<file path="src/rtl/uart_pkg.sv">
// uart_pkg: state encoding and line constants shared by the UART transmit and receive paths
package uart_pkg;
  typedef enum logic [2:0] {IDLE, START, DATA, PARITY, STOP} uart_tx_state_t;
  localparam int UART_CLKS_PER_BIT = 16;
  localparam logic UART_LINE_IDLE = 1'b1;
endpackage

</file>
<file path="src/rtl/uart_bit_timer.sv">
// uart_bit_timer: free-running bit-period counter that flags the last sample_clk cycle of each bit
module uart_bit_timer import uart_pkg::*; #(
  parameter int CLKS_PER_BIT = UART_CLKS_PER_BIT
) (
  input  logic sample_clk,
  input  logic rst,
  input  logic clear,
  output logic bit_end
);
  localparam int W = CLKS_PER_BIT > 1 ? $clog2(CLKS_PER_BIT) : 1;
  localparam logic [W-1:0] LAST = W'(CLKS_PER_BIT - 1);
  logic [W-1:0] cnt;
  assign bit_end = cnt == LAST;
  always_ff @(posedge sample_clk)
    cnt <= (rst || clear || bit_end) ? '0 : cnt + W'(1);
endmodule

</file>
<file path="src/rtl/uart_tx_serializer.sv">
// uart_tx_serializer: valid/ready byte in, registered start/data/parity/stop serial frame out on RsTx
module uart_tx_serializer import uart_pkg::*; #(
  parameter int CLKS_PER_BIT = UART_CLKS_PER_BIT,
  parameter int DATA_BITS    = 8,
  parameter int PARITY_EN    = 0,
  parameter int PARITY_ODD   = 0,
  parameter int STOP_BITS    = 1
) (
  input  logic                 sample_clk,
  input  logic                 rst,
  input  logic [DATA_BITS-1:0] tx_data,
  input  logic                 tx_valid,
  output logic                 tx_ready,
  output logic                 RsTx,
  output logic                 tx_busy,
  output logic                 tx_done
);
  localparam int IW = $clog2(DATA_BITS + 1);
  localparam logic [IW-1:0] LAST_DATA = IW'(DATA_BITS - 1);
  localparam logic [IW-1:0] LAST_STOP = IW'(STOP_BITS - 1);
  uart_tx_state_t state, state_n;
  logic [DATA_BITS-1:0] shift, shift_n;
  logic [IW-1:0] idx, idx_n;
  logic par, par_n, bit_end, done_n, line_n;
  // the timer is held cleared while idle so the start bit gets a full period from the accept edge
  uart_bit_timer #(.CLKS_PER_BIT(CLKS_PER_BIT)) u_timer (
    .sample_clk(sample_clk),
    .rst(rst),
    .clear(state == IDLE),
    .bit_end(bit_end)
  );
  always_comb begin
    state_n = state;
    shift_n = shift;
    idx_n = idx;
    par_n = par;
    done_n = 1'b0;
    case (state)
      IDLE: if (tx_valid && tx_ready) begin
        state_n = START;
        shift_n = tx_data;
        par_n = ^tx_data ^ (PARITY_ODD != 0);
      end
      START: if (bit_end) begin
        state_n = DATA;
        idx_n = '0;
      end
      DATA: if (bit_end) begin
        shift_n = shift >> 1;
        idx_n = idx == LAST_DATA ? '0 : idx + IW'(1);
        if (idx == LAST_DATA) state_n = PARITY_EN != 0 ? PARITY : STOP;
      end
      PARITY: if (bit_end) state_n = STOP;
      STOP: if (bit_end) begin
        idx_n = idx == LAST_STOP ? '0 : idx + IW'(1);
        state_n = idx == LAST_STOP ? IDLE : STOP;
        done_n = idx == LAST_STOP;
      end
      default: state_n = IDLE;
    endcase
    // line value is computed from the next state so RsTx can be a plain register
    line_n = state_n == START ? 1'b0 : state_n == DATA ? shift_n[0] :
             state_n == PARITY ? par_n : UART_LINE_IDLE;
  end
  always_ff @(posedge sample_clk) begin
    if (rst) begin
      state <= IDLE;
      idx <= '0;
      RsTx <= UART_LINE_IDLE;
      tx_ready <= 1'b0;
      tx_busy <= 1'b0;
      tx_done <= 1'b0;
    end else begin
      state <= state_n;
      idx <= idx_n;
      RsTx <= line_n;
      tx_ready <= state_n == IDLE;
      tx_busy <= state_n != IDLE;
      tx_done <= done_n;
    end
  end
  always_ff @(posedge sample_clk) begin
    shift <= shift_n;
    par <= par_n;
  end
endmodule

</file>
<file path="config.mk">
export PLATFORM = sky130hd
export DESIGN_NAME = uart_tx_serializer
export DESIGN_NICKNAME = d
export VERILOG_FILES = /design/src/rtl/uart_pkg.sv /design/src/rtl/uart_bit_timer.sv /design/src/rtl/uart_tx_serializer.sv
export SDC_FILE = /design/constraint.sdc
export NUM_CORES = 1
export LEC_CHECK = 0
export ABC_AREA = 1
export CORE_MARGIN = 1.5
export CORE_UTILIZATION = 50
export DETAILED_ROUTE_END_ITERATION = 16
export PLACE_DENSITY_LB_ADDON = 0.08
export SYNTH_ARGS = -nofsm -noshare
export SYNTH_HDL_FRONTEND = slang
export SYNTH_SLANG_ARGS = --single-unit
</file>
<file path="constraint.sdc">
create_clock -name sample_clk -period 2.66 [get_ports sample_clk]
set_input_delay 0.399 -clock sample_clk [delete_from_list [all_inputs] [get_ports sample_clk]]
set_output_delay 0.399 -clock sample_clk [all_outputs]
set_load 0.05 [all_outputs]
</file>
# Yosys cells after proc, flatten, opt, wreduce, memory -nomap -nowiden
# Index checks and enable logic that the tools add are counted.
# W data, S select, Z words.
[word_totals]
reg_bits = 24
inputBits = 11
[classes]
n_addsub = 2
eq_ne = 13
n_mux = 22
bitwise = 2
n_reduce_logical = 13
[ops]
columns = ["operator", "count"]
rows = [
  ["$mux W3", 7],
  ["$mux W4", 5],
  ["$mux W8", 2],
  ["$pmux W8 S2", 1],
  ["$pmux W3 S5", 1],
  ["$eq A3 B2 Y1 const B", 4],
  ["$pmux W4 S3", 1],
  ["$add A4 B1 Y4 const B", 2],
  ["$reduce_xor A8 Y1", 1],
  ["$eq A3 B1 Y1 const B", 2],
  ["$logic_not A3 Y1", 2],
  ["$ne A2 B1 Y1 const B", 3],
  ["$reduce_bool A3 Y1", 2],
  ["$mux W1", 5],
  ["$eq A4 B3 Y1 const B", 1],
  ["$eq A4 B4 Y1 const B", 1],
  ["$logic_not A4 Y1", 1],
  ["$reduce_and A4 Y1", 1],
  ["$eq A3 B3 Y1 const B", 1],
  ["$reduce_and A3 Y1", 1],
  ["$reduce_or A3 Y1", 1],
  ["$logic_or A1 B1 Y1", 2],
  ["$ne A2 B2 Y1 const B", 1],
  ["$not A1 Y1", 2],
  ["other kinds (2)", 2],
]

# Logic depth before layout (Yosys ltp)
# Gate-level depths: netlist of the first run.
[depth]
ltp_word = 8
ltp_mapped = 10
ltp_nobuf = 10

# Modules after synthesis
# A second synthesis of the first run with hierarchy kept.
[hier_totals]
cells_unflattened = 179
hier_area_um2 = 1286.2
[by_module_without_submodules]
columns = ["module", "n_inst", "cells_per_inst", "area_per_inst_um2", "seq_area_each_um2"]
rows = [
  ["uart_tx_serializer", 1, 160, 1119.8, 470.5],
  ["uart_bit_timer", 1, 19, 166.4, 80.1],
]

# Worst setup path before layout of the first run
# Ideal clock, no wire load.
[synth_timing]
path_type = "register to register"
startpoint = "register tx_ready"
endpoint = "register shift[1], enable pin"
arrival_ps = 1105
required_ps = 2337
setup_slack_ps = 1231
stages_incl_launch_ff = 5
synth_period_minus_slack_ps = 1429
cell_sequence = "dfxtp_1 nand2_1 inv_1 nand3_2 nand2_1"
[synth_via]
elab_chain_len = 3
[synth_rtl]
columns = ["item", "line", "source"]
rows = [
  ["start, declared", "uart_tx_serializer.sv:13", "output logic tx_ready,"],
  ["start signal, assigned", "uart_tx_serializer.sv:70", "tx_ready <= 1'b0;"],
  ["start signal, assigned", "uart_tx_serializer.sv:77", "tx_ready <= state_n == IDLE;"],
  ["$logic_and A1 B1 Y1", "uart_tx_serializer.sv:39", "IDLE: if (tx_valid && tx_ready) begin"],
  ["$ne A2 B2 Y1 (no source line)", "n/a", ""],
  ["$reduce_and A3 Y1 (no source line)", "n/a", ""],
  ["end signal, assigned", "uart_tx_serializer.sv:83", "shift <= shift_n;"],
  ["end, declared", "uart_tx_serializer.sv:22", "logic [DATA_BITS-1:0] shift, shift_n;"],
]
# No other way between the ends.
# A chain may end at the register's enable or synchronous reset.

# Final worst setup path of the first run
[layout_timing]
startpoint = "register tx_ready"
endpoint = "output tx_ready"
# No word-level cell between the ends.

==> out/results.ini, run 1 <==
[routing]
vias=1118
drc=0
ant_nets=0
dr.first_iter.drc_count=24
vias_per_cell=5.08
wl_mm=2.51
avgRoutedWirePerCell_um=11.4
detail_route.first_pass.iterations=4

[setup_path]
crit_fanout=2
end_kind=primary output
r2r-start=u_timer.cnt[0]$_SDFF_PP0_
rr_endpoint=shift[5]$_DFFE_PP_
ff2ff_setup_slack_ns=1.12
path_buf_inv=1
path_cells=clkdlybuf4s50_1
crit_type=flip-flop to primary output
cp.required_ns=2.26
rr_worst_depth=5
cp-start-kind=flip-flop
cp_slowest_cell=clkdlybuf4s50_1
critical-path-top-delay-family=buffers and inverters
max_stage_delay_ns=0.80
crit_arrival_ns=1.46

[min_path]
whs_path_depth=1
hp-start=u_timer.cnt[0]$_SDFF_PP0_
hold_class=flip-flop to flip-flop
hold_end=u_timer.cnt[0]$_SDFF_PP0_

[placement]
place_ws_ns=0.928
place_area_mm2=0.00148
gp_congestion=0.875
place_hpwl_mm=1.97
port_buffers=14

[logic_synthesis]
synth_nets=187
synth-main-ff-cell=dfxtp_1
muxShareOfSynthArea_pct=0
synth_compound_area_share_pct=7.31
synth_top_area_share_pct=26.2
yosys.area.top_type=dfxtp_1
synth-xor-area-share_pct=4.04
ys_async_sr_fraction_pct=0
netlist_area_mm2=0.00130
synth_fa_ha_area_share_pct=2.88
synth_cells=173
synth-seq-cells=24
synth_edf_count=7
yosysWarnings=0
synthSimpleGateAreaFrac_pct=36.0
yosysSeqAreaShare_pct=42.3
synthTopCellsByCount=nand2_1 (49), inv_1 (21), dfxtp_1 (17), nor2_1 (16), nand3_1 (15)
synth_most_common_cell=nand2_1
avgSynthCellArea_um2=7.52
yosysUniqueCellTypes=26
synth_area_leaders=dfxtp_1 (26%), edfxtp_1 (16%), nand2_1 (14%)
synth_top_family_by_area=simple AND/OR/NAND/NOR gates

[clock_tree]
cts_tree=yes
clock_latency_ns=0.31
cts_made_buffers=3
postCtsSetupBuffers=0
cts.sinks=24
cts.reportedPaths.clkPinSlew_ns=0.13
post_cts.resized_instances=0
clockBufferDepth=2
root_buffer=clkbuf_4
hold_buffers=0
h-tree-depth=1

[global_route]
busiest_layer=met2
overflow=0
grt_antenna_before_repair=0
use_met3_pct=5.83
grt_pass1_wl_mm=4.21
grt_usage_pct=20.0
grt_pass1_vias=1043
grt_max_degree=14
global_route.usage.met2_pct=37.2
grt_use_met1_pct=23.1

[layout]
diodes=0
drive_gt1_share_pct=9.47
area_growth_pct=15.4
nets=205
fin_area_mm2=0.00150

[timing]
clock_skew_ns=0.00724
drv_slew=0
fmax_mhz=538
rsz0062_at_grt=false
max-slew-margin-rel_pct=67.3
fin_crit_ns=1.86
final.setup.worst_slack_ns=0.801
finalSetupViolCount=0
tns_ns=0
period_share_pct=69.9
finalHoldViolCount=0
worstMarginPinSlew_ns=0.489
hold_ws_ns=0.454

[power]
ir_worst_vdd_v=0.000310
p_per_area_mw_per_mm2=460
p_leak_uw=0.000675

[die]
die_h_um=54.0
die_x_um=54.0
pin_count=15
row_count=18
dieArea_mm2=0.00292
initial_core_util_pct=52.5
core_region_area_mm2=0.00248

[run_status]
status=finished, final reports clean

[job]
drv_cap=0

## cell usage in the layout (no fill, tap or decap), types with 4 or more instances in the layout
cell type        Yosys  routed
nand2_1             49      49
nor2_1              16      16
inv_2                4       4
edfxtp_1             7       7
dfxtp_1             17      17
a21oi_1              5       5
nand3_1             15      15
inv_1               21      21
clkdlybuf4s50_1      0      14
a22o_1               5       5
## worst reg2reg max path, delay by kind of cell (launching register included)
family        cells  cell delay [ns]
simple gates      4             0.66
fa+ha+maj         1             0.21
flops             1             0.37
## cell families (layout without fill, tap and decap cells)
| family | count (synthesis) | count (layout) |
|---|---|---|
| buffers and inverters | 26 | 43 |
| and+or+nand+nor | 99 | 99 |
| DFF | 24 | 24 |
| adders and majority gates | 3 | 3 |
| AOI/OAI and AO/OA | 15 | 15 |
| xor gates and xnor gates | 6 | 6 |
## metal layers
layer	wire [um]	vias to the layer above
li1	-	589
met1	1170	501
met2	1210	26
met3	116	2
met4	17	0
met5	0	-
## state kept, by name, summed over array words and instances (netlist names)
register     count
state            3
shift            8
tx_done          1
RsTx             1
tx_busy          1
tx_ready         1
u_timer.cnt      4
par              1
idx              4
## how the worst max path moves through the flow
stage,endpoint,from,slack (ns),cells past startpoint
CTS,tx_ready,tx_ready$_SDFF_PP0_,0.78,1
global placement,shift[6]$_DFFE_PP_,tx_valid,0.98,5
global route,tx_ready,tx_ready$_SDFF_PP0_,0.75,1
floorplan,shift[1]$_DFFE_PP_,tx_ready$_SDFF_PP0_,1.23,4
detailed placement,shift[1]$_DFFE_PP_,tx_valid,0.93,5
finish,tx_ready,tx_ready$_SDFF_PP0_,0.80,1
## power by group
part	switching, uW	leakage, uW	internal (uW)
Sequential	8.85	0.000201	400
Combinational	71.1	0.000458	50.8
Clock	105	0.0000154	54.8
Total	185	0.000675	506
## final cells by class
class | count | area [um^2]
Clock inverter | 1 | 3.75
Multi-Input combinational cell | 123 | 653
Inverter | 25 | 93.8
Fill cell | 238 | 976
Sequential cell | 24 | 551
Timing Repair Buffer | 14 | 140
Tap cell | 30 | 37.5
Clock buffer | 3 | 22.5
## through the flow
stage	power, uW	utilization, %	instances
after floorplan	497	-	173
after global placement	536	59.5	216
after detailed placement	539	59.5	216
after CTS	703	60.6	220
after global routing	730	60.6	220
final	691	60.6	220
No activity file was read; power rests on OpenSTA's default activity.
==> run 2: changes to the inputs <==
- CORE_UTILIZATION: 50 -> 49
- clock period: 2.66 -> 1.7 ns (I/O delays scaled with it)
==> out/results.ini, run 2 (synthesized netlist as in run 1, its figures left out) <==
[min_path]
hold_class=flip-flop to flip-flop

[power]
p_per_area_mw_per_mm2=717
p_leak_uw=0.000698
ir_worst_vdd_v=0.000431

[clock_tree]
hold_buffers=0
clockBufferDepth=2
cts_tree=yes
cts_made_buffers=3
clock_latency_ns=0.31
cts.sinks=24
cts.reportedPaths.clkPinSlew_ns=0.12
h-tree-depth=1
root_buffer=clkbuf_4
postCtsSetupBuffers=0

[setup_path]
cp.depth=5
endpoint=shift[1]$_DFFE_PP_
crit_start=u_timer.cnt[0]$_SDFF_PP0_
cp.required_ns=1.70
crit_top_cell=nand2_1
crit_arrival_ns=1.52
max_stage_delay_ns=0.37
cp_slowest_cell=dfxtp_1
path_buf_inv=0
r2r-start=u_timer.cnt[0]$_SDFF_PP0_
critical-path-top-delay-family=simple AND/OR/NAND/NOR gates
crit_fanout=7
ff2ff_setup_slack_ns=0.18
crit_type=flip-flop to flip-flop
end_kind=flip-flop
cp-start-kind=flip-flop
rr_endpoint=shift[1]$_DFFE_PP_
rr_worst_depth=5
path_cells=ha_1 > nand2_1 > nor2_4 > nand2_1 > nand2_1

[timing]
drv_slew=0
period_share_pct=89.6
finalHoldViolCount=0
rsz0062_at_grt=false
fmax_mhz=657
max-slew-margin-rel_pct=66.6
tns_ns=0
finalSetupViolCount=0
final.setup.worst_slack_ns=0.177
worstMarginPinSlew_ns=0.501
fin_crit_ns=1.52
clock_skew_ns=0.00451

[routing]
ant_nets=0
dr.first_iter.drc_count=23
vias=1111
drc=0
detail_route.first_pass.iterations=4
avgRoutedWirePerCell_um=11.1
wl_mm=2.46
vias_per_cell=5.03

[run_status]
status=finished, final reports clean

[placement]
place_hpwl_mm=1.97
port_buffers=14
gp_congestion=0.862
place_ws_ns=0.124
dp_cells=217

[global_route]
grt_max_degree=14
grt_antenna_before_repair=0
grt_usage_pct=19.2
overflow=0
grt_pass1_wl_mm=4.08
grt_pass1_vias=1003

[layout]
nFillCells=228
mostFrequentLayoutCells=nand2_1 (49), inv_1 (21), dfxtp_1 (17)
drive_gt1_share_pct=11.0
multiInputGateArea_um2=653
diodes=0
layout.cells.non_filler=221
layout_commonest_cell=nand2_1
area_growth_pct=15.7
nets=206
seqCellArea_um2=551
regMostFlops=shift
top_regs=shift (8), idx (4), u_timer.cnt (4)
largest_reg_flops=8

[die]
initial_core_util_pct=52.1
pin_count=15
core_region_area_mm2=0.00250
die_x_um=54.5
row_count=18
die_h_um=54.5
dieArea_mm2=0.00297

[job]
drv_cap=0

==> run 2: cell count changes in the layout (fill, tap and decap cells not counted) <==
| cell | change |
|---|---|
| buf_4 | +3 |
| clkbuf_1 | +1 |
| clkdlybuf4s50_1 | -4 |
| clkinv_1 | -1 |
| dlygate4sd2_1 | +1 |
| dlymetal6s2s_1 | +1 |
==> run 2: area by class of cell <==
cell class / count / share of cell area (%)
timing repair buffer: 15 / 9.56
multi-input combinational: 123 / 43.4
clock buffer: 4 / 1.75
sequential: 24 / 36.6
tap: 30 / 2.49
inverter: 25 / 6.23
==> run 2: worst min path at each step <==
stage	startpoint	endpoint	slack [ns]	cells after the start
6_report	u_timer.cnt[0]$_SDFF_PP0_	u_timer.cnt[0]$_SDFF_PP0_	0.46	1
3_3_place_gp	u_timer.cnt[0]$_SDFF_PP0_	u_timer.cnt[0]$_SDFF_PP0_	0.43	1
4_1_cts	u_timer.cnt[0]$_SDFF_PP0_	u_timer.cnt[0]$_SDFF_PP0_	0.47	1
5_1_grt	u_timer.cnt[0]$_SDFF_PP0_	u_timer.cnt[0]$_SDFF_PP0_	0.48	1
3_5_place_dp	u_timer.cnt[0]$_SDFF_PP0_	u_timer.cnt[0]$_SDFF_PP0_	0.45	1
2_1_floorplan	u_timer.cnt[0]$_SDFF_PP0_	u_timer.cnt[0]$_SDFF_PP0_	0.42	1
==> run 2: layer usage <==
metal	share of wire, %	GRT usage, %
met1	47	24.7
met2	48	32.5
met3	5.0	4.10
met4	0	5.00
met5	0	0
==> run 2: metrics by stage <==
step / cell area (um^2) / util, % / hold slack (ns) / power (uW)
after global placement: 1480 / 59.1 / 0.429 / 840
after floorplan: 1300 / - / 0.418 / 777
after detailed placement: 1480 / 59.1 / 0.450 / 844
after global routing: 1510 / 60.2 / 0.481 / 1130
after CTS: 1500 / 60.1 / 0.469 / 1090
final: 1510 / 60.2 / 0.459 / 1080
==> run 2: power by group <==
part / internal [uW] / switching, uW
sequential: 626 / 13.7
clock: 91.5 / 160
combinational: 78.2 / 110
==> run 2: what timing repair did <==
action,4_1_cts,5_1_grt
endpoints found under the setup margin,1,1
resized for setup,1,1
endpoints found under the hold margin,0,0
